## src/rtl/asrv32_fetch.sv

```systemverilog
// Instruction fetch stage: PC, single-outstanding imem req/ack, one-entry skid, redirect flush.
// Optional ASRV32_FETCH_MISALIGN_EN: a misaligned redirect target halts fetch and raises o_misaligned.
module asrv32_fetch #(
    parameter logic [31:0] PC_RESET = 32'h0000_0000
) (
    input  logic        i_clk,
    input  logic        i_rst,
    output logic        o_imem_req,
    output logic [31:0] o_imem_addr,
    input  logic        i_imem_ack,
    input  logic [31:0] i_imem_rdata,
    output logic [31:0] o_inst,
    output logic [31:0] o_pc,
    output logic        o_valid,
    input  logic        i_stall,
    input  logic        i_redirect,
    input  logic [31:0] i_redirect_pc,
    output logic        o_misaligned
);

`ifdef ASRV32_FETCH_MISALIGN_EN
    typedef enum logic [1:0] {S_FETCH, S_STALL, S_DRAIN, S_HALT} state_t;
    wire [31:0] tgt       = i_redirect_pc;
    wire        redir_mis = |i_redirect_pc[1:0];
`else
    typedef enum logic [1:0] {S_FETCH, S_STALL, S_DRAIN} state_t;
    wire [31:0] tgt = i_redirect_pc & 32'hFFFF_FFFC;
    assign o_misaligned = 1'b0;
`endif

    state_t      state;
    logic [31:0] pc;
    logic [31:0] skid_inst;
    logic [31:0] skid_pc;
    logic        skid_v;

    wire ack     = i_imem_ack & o_imem_req;
    wire consume = o_valid & ~i_stall;
    // Acks that land in DRAIN belong to a flushed request and are never accepted.
    wire accept  = ack & (state == S_FETCH);
    wire direct  = (~o_valid | consume) & ~skid_v;

    always_ff @(posedge i_clk or posedge i_rst) begin
        if (i_rst) begin
            state       <= S_FETCH;
            pc          <= PC_RESET;
            o_imem_req  <= 1'b0;
            o_imem_addr <= PC_RESET;
            o_inst      <= 32'h0;
            o_pc        <= 32'h0;
            o_valid     <= 1'b0;
            skid_inst   <= 32'h0;
            skid_pc     <= 32'h0;
            skid_v      <= 1'b0;
`ifdef ASRV32_FETCH_MISALIGN_EN
            o_misaligned <= 1'b0;
`endif
        end else if (i_redirect) begin
            o_valid <= 1'b0;
            skid_v  <= 1'b0;
            pc      <= tgt;
`ifdef ASRV32_FETCH_MISALIGN_EN
            o_misaligned <= redir_mis;
            if (redir_mis) o_pc <= tgt;
`endif
            // An unacked request must finish on the bus before the new target is issued.
            if (o_imem_req && !i_imem_ack) begin
                state <= S_DRAIN;
            end
`ifdef ASRV32_FETCH_MISALIGN_EN
            else if (redir_mis) begin
                state      <= S_HALT;
                o_imem_req <= 1'b0;
            end
`endif
            else begin
                state       <= S_FETCH;
                o_imem_req  <= 1'b1;
                o_imem_addr <= tgt;
            end
        end else begin
            if (consume && skid_v) begin
                o_inst <= skid_inst;
                o_pc   <= skid_pc;
                skid_v <= 1'b0;
            end else if (consume) begin
                o_valid <= 1'b0;
            end
            if (accept) begin
                if (direct) begin
                    o_inst  <= i_imem_rdata;
                    o_pc    <= o_imem_addr;
                    o_valid <= 1'b1;
                end else begin
                    skid_inst <= i_imem_rdata;
                    skid_pc   <= o_imem_addr;
                    skid_v    <= 1'b1;
                end
                pc <= o_imem_addr + 32'd4;
            end

            unique case (state)
                S_FETCH: begin
                    if (!o_imem_req) begin
                        o_imem_req  <= 1'b1;
                        o_imem_addr <= pc;
                    end else if (ack) begin
                        if (!direct && !consume) begin
                            state      <= S_STALL;
                            o_imem_req <= 1'b0;
                        end else begin
                            o_imem_addr <= o_imem_addr + 32'd4;
                        end
                    end
                end
                S_STALL: begin
                    if (consume) begin
                        state       <= S_FETCH;
                        o_imem_req  <= 1'b1;
                        o_imem_addr <= pc;
                    end
                end
                S_DRAIN: begin
                    if (ack) begin
                        o_imem_addr <= pc;
`ifdef ASRV32_FETCH_MISALIGN_EN
                        if (o_misaligned) begin
                            state      <= S_HALT;
                            o_imem_req <= 1'b0;
                        end else begin
                            state <= S_FETCH;
                        end
`else
                        state <= S_FETCH;
`endif
                    end
                end
                default: ;
            endcase
        end
    end

endmodule
```

## config.mk

```make
export PLATFORM = sky130hd
export DESIGN_NAME = asrv32_fetch
export DESIGN_NICKNAME = d
export VERILOG_FILES = /design/src/rtl/asrv32_fetch.sv
export SDC_FILE = /design/constraint.sdc
export NUM_CORES = 1
export LEC_CHECK = 0
export CAP_MARGIN = 10
export CORE_UTILIZATION = 48
export CTS_CLUSTER_DIAMETER = 60
export CTS_CLUSTER_SIZE = 25
export DETAILED_ROUTE_END_ITERATION = 10
export GPL_ROUTABILITY_DRIVEN = 0
export HOLD_SLACK_MARGIN = 0.06
export PLACE_DENSITY = 0.87
export SLEW_MARGIN = 40
export SYNTH_ARGS = -nofsm -noshare
export SYNTH_HDL_FRONTEND = slang
export SYNTH_SLANG_ARGS = --single-unit
```

## constraint.sdc

```tcl
create_clock -name i_clk -period 6.6 [get_ports i_clk]
set_input_delay 1.32 -clock i_clk [delete_from_list [all_inputs] [get_ports i_clk]]
set_output_delay 1.32 -clock i_clk [all_outputs]
set_load 0.02 [all_outputs]
```

==> results of run 1 <==
-- layer usage --
metal | global-route usage, % | up-vias
li1 | - | 3660
met1 | 33.59 | 4006
met2 | 42.11 | 381
met3 | 4.863 | 46
met4 | 10.02 | 2
met5 | 0 | -
-- metrics by stage --
step                hold WS [ps]  total power (µW)  util [%]  setup WS [ps]
floorplan                  473.0              3199         -           2734
finish                     480.4              5196     61.32           3063
global route               509.9              5492     61.32           2910
detailed placement         469.4              4108     58.17           2662
CTS                        485.5              5203     61.32           3106
global placement           459.5              4001     57.85           2540
-- worst min-delay path, delay by kind of cell, from the launching register on --
| family | cells | cell delay [ps] |
|---|---|---|
| DFF | 1 | 340 |
| AOI/OAI and AO/OA | 1 | 60 |
| and+or+nand+nor | 1 | 40 |
-- cell families (layout without fill, tap and decap cells) --
family                     count (synthesis)  in the layout  share of synthesized area (%)
DFF                                      197            197                          51.79
AOI/OAI and AO/OA                        304            304                          20.14
xor gates and xnor gates                  22             22                          2.024
buffers and inverters                     98            228                          4.679
and+or+nand+nor                          249            249                          12.59
other                                      1              1                        0.03939
muxes                                     70             70                          8.215
adders and majority gates                  4              4                         0.5258
-- sequential cells by signal, indices dropped and copies added, names as in the netlist --
signal / flops
o_imem_req: 1
o_inst: 32
state: 2
skid_inst: 32
o_pc: 32
pc: 32
skid_pc: 32
skid_v: 1
o_imem_addr: 32
o_valid: 1
-- power breakdown --
part           internal [µW]  total, µW  switching, µW  leakage (µW)
registers               1640       2080            433       0.00251
clock network            640       1090            455      0.000298
logic                    931       2020           1090       0.00220
total                   3210       5200           1980       0.00500
-- Yosys cell counts (all sizes together) (7+ instances only) --
cell type,instances,area share (%)
a22oi,72,5.7
xnor2,19,1.7
nand4,19,1.4
inv,12,0.47
nand3,17,0.89
clkbuf,36,1.5
buf,50,2.7
nor2,39,1.6
nor4,7,0.53
and3,21,1.4
mux2,65,7.7
dfrtp,197,52
nand2,113,4.5
o21ai,124,6.5
nor3,8,0.42
a22o,15,1.4
o2bb2ai,10,0.92
a21oi,42,2.2
-- final cells by class --
cell class              count  area (µm²)
fillers                  1548        7528
multi-input cells         650        4183
clock inverters            10       168.9
inverters                  12       48.80
clock buffers              22       444.2
flip-flops and latches    197        4930
well taps                 265       331.6
repair buffers            184        1828
-- worst min-delay path by stage --
stage,from,end,slack (ps)
2_1_floorplan,pc[24],pc[24],470
3_3_place_gp,o_inst[20],o_inst[20],460
3_5_place_dp,o_pc[20],o_pc[20],470
4_1_cts,o_pc[20],o_pc[20],490
5_1_grt,o_pc[7],o_pc[7],510
6_report,o_inst[20],o_inst[20],480
==> flow_summary_export.csv, run 1 <==
group,metric,value,unit
worst_setup_path,startpoint_type,"input port",
worst_hold_path,hold_path.class,"flop to flop",
route,routedWlPerCell,18.83,µm
die,start_util,48.91,%
route,wl,25.23,mm
finish,mostFrequentLayoutCells,"197 x dfrtp_1, 163 x clkdlybuf4s50_1, 122 x o21ai_0",
die,rows,51,
sta,period_share,53.58,%
pwr,ir_drop,0.0002280,V
placement,postPlaceCellArea,0.01132,mm²
die,coreArea,0.01946,mm²
sta,slew_headroom,45.20,%
sta,fin_skew,13.40,ps
synth,synth.avg_cell_area,10.07,µm²
synth,syn_nets,1018,
worst_setup_path,rr_startpoint,"state[0]",
clocking,ctsResizeCount,0,
clocking,cts_sinks,197,
route,via_per_inst,6.041,
sta,max_freq,0.2828,GHz
pwr,power.leakage,0.005000,µW
synth,yosys.cell_types.count,58,
worst_setup_path,max_stage_delay,640,ps
route,drt_iter0_drc,517,
clocking,cts_tree,"yes",
route,wl_met1,10.42,mm
finish,antenna-diode-count,0,
worst_setup_path,cp-endpoint,"o_pc[5]",
route,ant_nets,0,
worst_setup_path,worst_path_most_repeated_cell,"buf_4",
route,drtPass1Iterations,5,
worst_setup_path,reg2regPathDepth,8,
synth,postSynth.asyncResetShare,100.0,%
sta,worst_slew_pin_slew,821.9,ps
run,drv_cap,0,
finish,finalNonFillerCells,1340,
sta,grt_setup_unrepaired,"no",
finish,layout_commonest_cell,"dfrtp_1",
clocking,cts_buffers,17,
global_routing,grt_use_total,25.65,%
die,io_pins,168,
finish,drive_gt1_share,11.81,%
placement,place_inst,1308,
worst_setup_path,crit_type,"input port to flop",
synth,ys_ff_latch,197,
global_routing,grt_pass1_vias,7899,
clocking,htreeDepth,4,
worst_setup_path,cp-startpoint,"i_imem_ack",
worst_setup_path,timing.rr.end,"o_pc[5]",
clocking,ctsHoldBuffers,0,
synth,netlist_instances,945,
worst_setup_path,end_kind,"flop",
sta,hold_viol,0,
global_routing,antenna_found_initial,1,
worst_hold_path,hold_depth,2,
finish,layout.nets,1135,
die,die_w,142.8,µm
synth,ys.flop_type,"dfrtp_1",
global_routing,grt_pass1_wl,40.86,mm
clocking,clkTransAtPathRegs,60,ps
route,met3_length,1.973,mm
pwr,power_density,435.4,mW/mm²
sta,fin_setup_tns,0,ps
worst_setup_path,r2r_setup_slack,3780,ps
synth,ys_seq_area_share,51.79,%
worst_setup_path,crit_path_top_delay_cell,"and2_2",
sta,drv_slew,0,
status,status,"completed",
placement,dp_hpwl,16.53,mm
route,remaining_drc_errors,0,
finish,stdcell_area,0.01193,mm²
worst_setup_path,cp.arrival,3860,ps
synth,synth_enable_flop_cells,0,
worst_setup_path,worstPathRequired,6930,ps
clocking,cts_root_buffer,"clkbuf_16",
finish,area.growth.synth_to_final,25.37,%
synth,synth_area,0.009519,mm²
clocking,clk_latency,430,ps
clocking,post_cts_buffers,0,
route,dr.max_layer_used,"met5",
global_routing,grt_max_degree,108,
die,die_area,0.02040,mm²
sta,finalSetupViolCount,0,
sta,layout_min_cycle_time,3537,ps
worst_setup_path,path_cells,"clkdlybuf4s50_1, and3_1, buf_4, and2_2, buf_4, a22oi_1, o21ai_0",
route,met2_length,12.24,mm
worst_setup_path,crit_fanout,37,
worst_setup_path,cp_top_family,"buffers and inverters",
placement,port_buffers,164,
die,die_h,142.8,µm
worst_setup_path,cp.buffers_inverters,3,
global_routing,gr-total-overflow,0,
synth,ys_warn_count,0,
clocking,cts_buffer_depth,2,
route,vias,8095,
worst_setup_path,path_depth,7,
Note: power is estimated with default switching activity, not from simulation.
==> run 2: changes to the inputs <==
--- a/config.mk
+++ b/config.mk
@@ -6,13 +6,13 @@
 export NUM_CORES = 1
 export LEC_CHECK = 0
 export CAP_MARGIN = 10
-export CORE_UTILIZATION = 48
+export CORE_UTILIZATION = 53
 export CTS_CLUSTER_DIAMETER = 60
 export CTS_CLUSTER_SIZE = 25
 export DETAILED_ROUTE_END_ITERATION = 10
 export GPL_ROUTABILITY_DRIVEN = 0
 export HOLD_SLACK_MARGIN = 0.06
-export PLACE_DENSITY = 0.87
+export PLACE_DENSITY = 0.9
 export SLEW_MARGIN = 40
 export SYNTH_ARGS = -nofsm -noshare
 export SYNTH_HDL_FRONTEND = slang
==> constraint.sdc (replaced) <==
create_clock -name i_clk -period 3.3 [get_ports i_clk]
set_input_delay 0.66 -clock i_clk [delete_from_list [all_inputs] [get_ports i_clk]]
set_output_delay 0.66 -clock i_clk [all_outputs]
set_load 0.02 [all_outputs]
==> run 2 against run 1 <==
Compared with the run above:
- critical endpoint is now o_imem_addr[15]
- count of clock-buffer cells in the layout down 1
- clock skew fell by 2.5 ps
- flip-flop and latch count is the same
- setup slack got worse by 2300 ps
- final area grew 0.71%
- via count is 0.99% higher
==> flow_summary_export.csv, run 2 (synthesized netlist as in run 1, its figures left out) <==
group,metric,value,unit
route,vias,8175,
finish,layout.nets,1143,
global_routing,grt_pass1_vias,7941,
worst_setup_path,crit_fanout,19,
route,via_per_inst,6.250,
pwr,power_density,873.6,mW/mm²
clocking,ctsResizeCount,0,
clocking,cts_buffer_depth,2,
clocking,ctsHoldBuffers,0,
finish,drive_gt1_share,12.83,%
die,start_util,54.66,%
clocking,cts_tree,"yes",
worst_setup_path,reg2regPathDepth,9,
clocking,cts_root_buffer,"clkbuf_16",
worst_hold_path,hold_depth,2,
clocking,cts_sinks,197,
finish,area.growth.synth_to_final,26.26,%
die,die_h,136.0,µm
sta,hold_viol,0,
die,io_pins,168,
placement,place_inst,1276,
global_routing,grt_pass1_wl,40.22,mm
sta,layout_min_cycle_time,2488,ps
route,ant_nets,0,
finish,mostFrequentLayoutCells,"197 x dfrtp_1, 163 x clkdlybuf4s50_1, 122 x o21ai_0",
route,wl,25.58,mm
finish,fillerInstances,1302,
die,die_w,136.0,µm
clocking,cts_buffers,17,
worst_hold_path,min_from,"o_inst[25]",
route,drt_iter0_drc,805,
worst_setup_path,r2r_setup_slack,810,ps
worst_setup_path,rr_startpoint,"state[1]",
route,routedWlPerCell,19.56,µm
sta,fin_skew,10.87,ps
die,rows,48,
sta,slew_headroom,45.96,%
finish,antenna-diode-count,0,
worst_setup_path,startpoint_type,"flop",
worst_setup_path,crit_type,"flop to flop",
placement,dp_hpwl,16.99,mm
clocking,clkTransAtPathRegs,70,ps
worst_setup_path,timing.rr.end,"o_imem_addr[15]",
worst_hold_path,hold_end,"o_inst[25]",
worst_setup_path,cp-startpoint,"state[1]",
sta,worst_slew_pin_slew,809.7,ps
worst_setup_path,end_kind,"flop",
global_routing,grt_use_total,28.08,%
finish,layout_commonest_cell,"dfrtp_1",
sta,fin_setup_tns,0,ps
clocking,htreeDepth,4,
worst_setup_path,worstPathRequired,3610,ps
global_routing,grt_max_degree,78,
worst_setup_path,cp.arrival,2800,ps
route,drtPass1Iterations,6,
clocking,clk_latency,440,ps
die,coreArea,0.01742,mm²
pwr,ir_drop,0.0004764,V
sta,grt_setup_unrepaired,"no",
route,remaining_drc_errors,0,
finish,finalNonFillerCells,1308,
global_routing,gr-total-overflow,0,
run,drv_cap,0,
placement,port_buffers,164,
sta,max_freq,0.4019,GHz
sta,drv_slew,0,
clocking,post_cts_buffers,0,
global_routing,antenna_found_initial,0,
sta,holdWs,479.2,ps
pwr,power.leakage,0.005070,µW
worst_hold_path,hold_path.class,"flop to flop",
sta,period_share,75.41,%
die,die_area,0.01850,mm²
sta,finalSetupViolCount,0,
status,status,"completed",
run 2: cell types whose count changed in the layout (fill, tap and decap cells not counted), sizes merged:
cell / before / now
buf: 21 / 29
bufinv: 4 / 3
clkbuf: 22 / 21
inv: 14 / 16
run 2: power by group:
part / internal, µW / total, µW / switching, µW
clock: 1270 / 2210 / 941
combinational: 1900 / 4110 / 2210
sequential: 3290 / 4170 / 888
total: 6460 / 10500 / 4040
run 2: how the worst max path moves through the flow:
stage | to | slack, ps
after CTS | o_imem_addr[15] | 840
after global routing | o_imem_addr[15] | 680
after global placement | o_imem_addr[9] | 580
after detailed placement | o_inst[10] | 550
after floorplan | o_imem_addr[0] | 90
final | o_imem_addr[15] | 810
run 2: per-layer routing:
layer,part of all wire (%),global-route usage [%]
met4,2.9,14.01
met2,49,45.69
met3,8.5,5.220
met5,0,0
met1,39,35.91
run 2: final cells by class:
type                       count  area [µm²]  share of cell area (%)
sequential                   197        4930                   41.02
timing repair buffer         192        1949                   16.22
tap                          225       281.5                   2.342
inverter                      12       48.80                  0.4060
clock inverter                11       162.7                   1.353
clock buffer                  21       470.5                   3.914
multi-input combinational    650        4177                   34.75
run 2: worst max-delay path, stage by stage (launching register included):
cell and delay, ps:
dfrtp_1 390, inv_1 80, ha_1 330, nor2b_1 60, buf_4 160, nand2_1 540
buf_4 320, nor2_1 50, a222oi_1 320, o2bb2ai_1 110
run 2: metrics by stage:
stage / cell area [µm²] / total power, µW / util [%] / setup WS [ps]
after floorplan: 9523 / 6398 / - / 93.63
after global placement: 11380 / 8042 / 65.36 / 582.2
after detailed placement: 11390 / 8263 / 65.37 / 549.3
after CTS: 12020 / 10490 / 69.01 / 840.8
after global routing: 12020 / 11050 / 69.01 / 685.0
final: 12020 / 10500 / 69.01 / 811.5
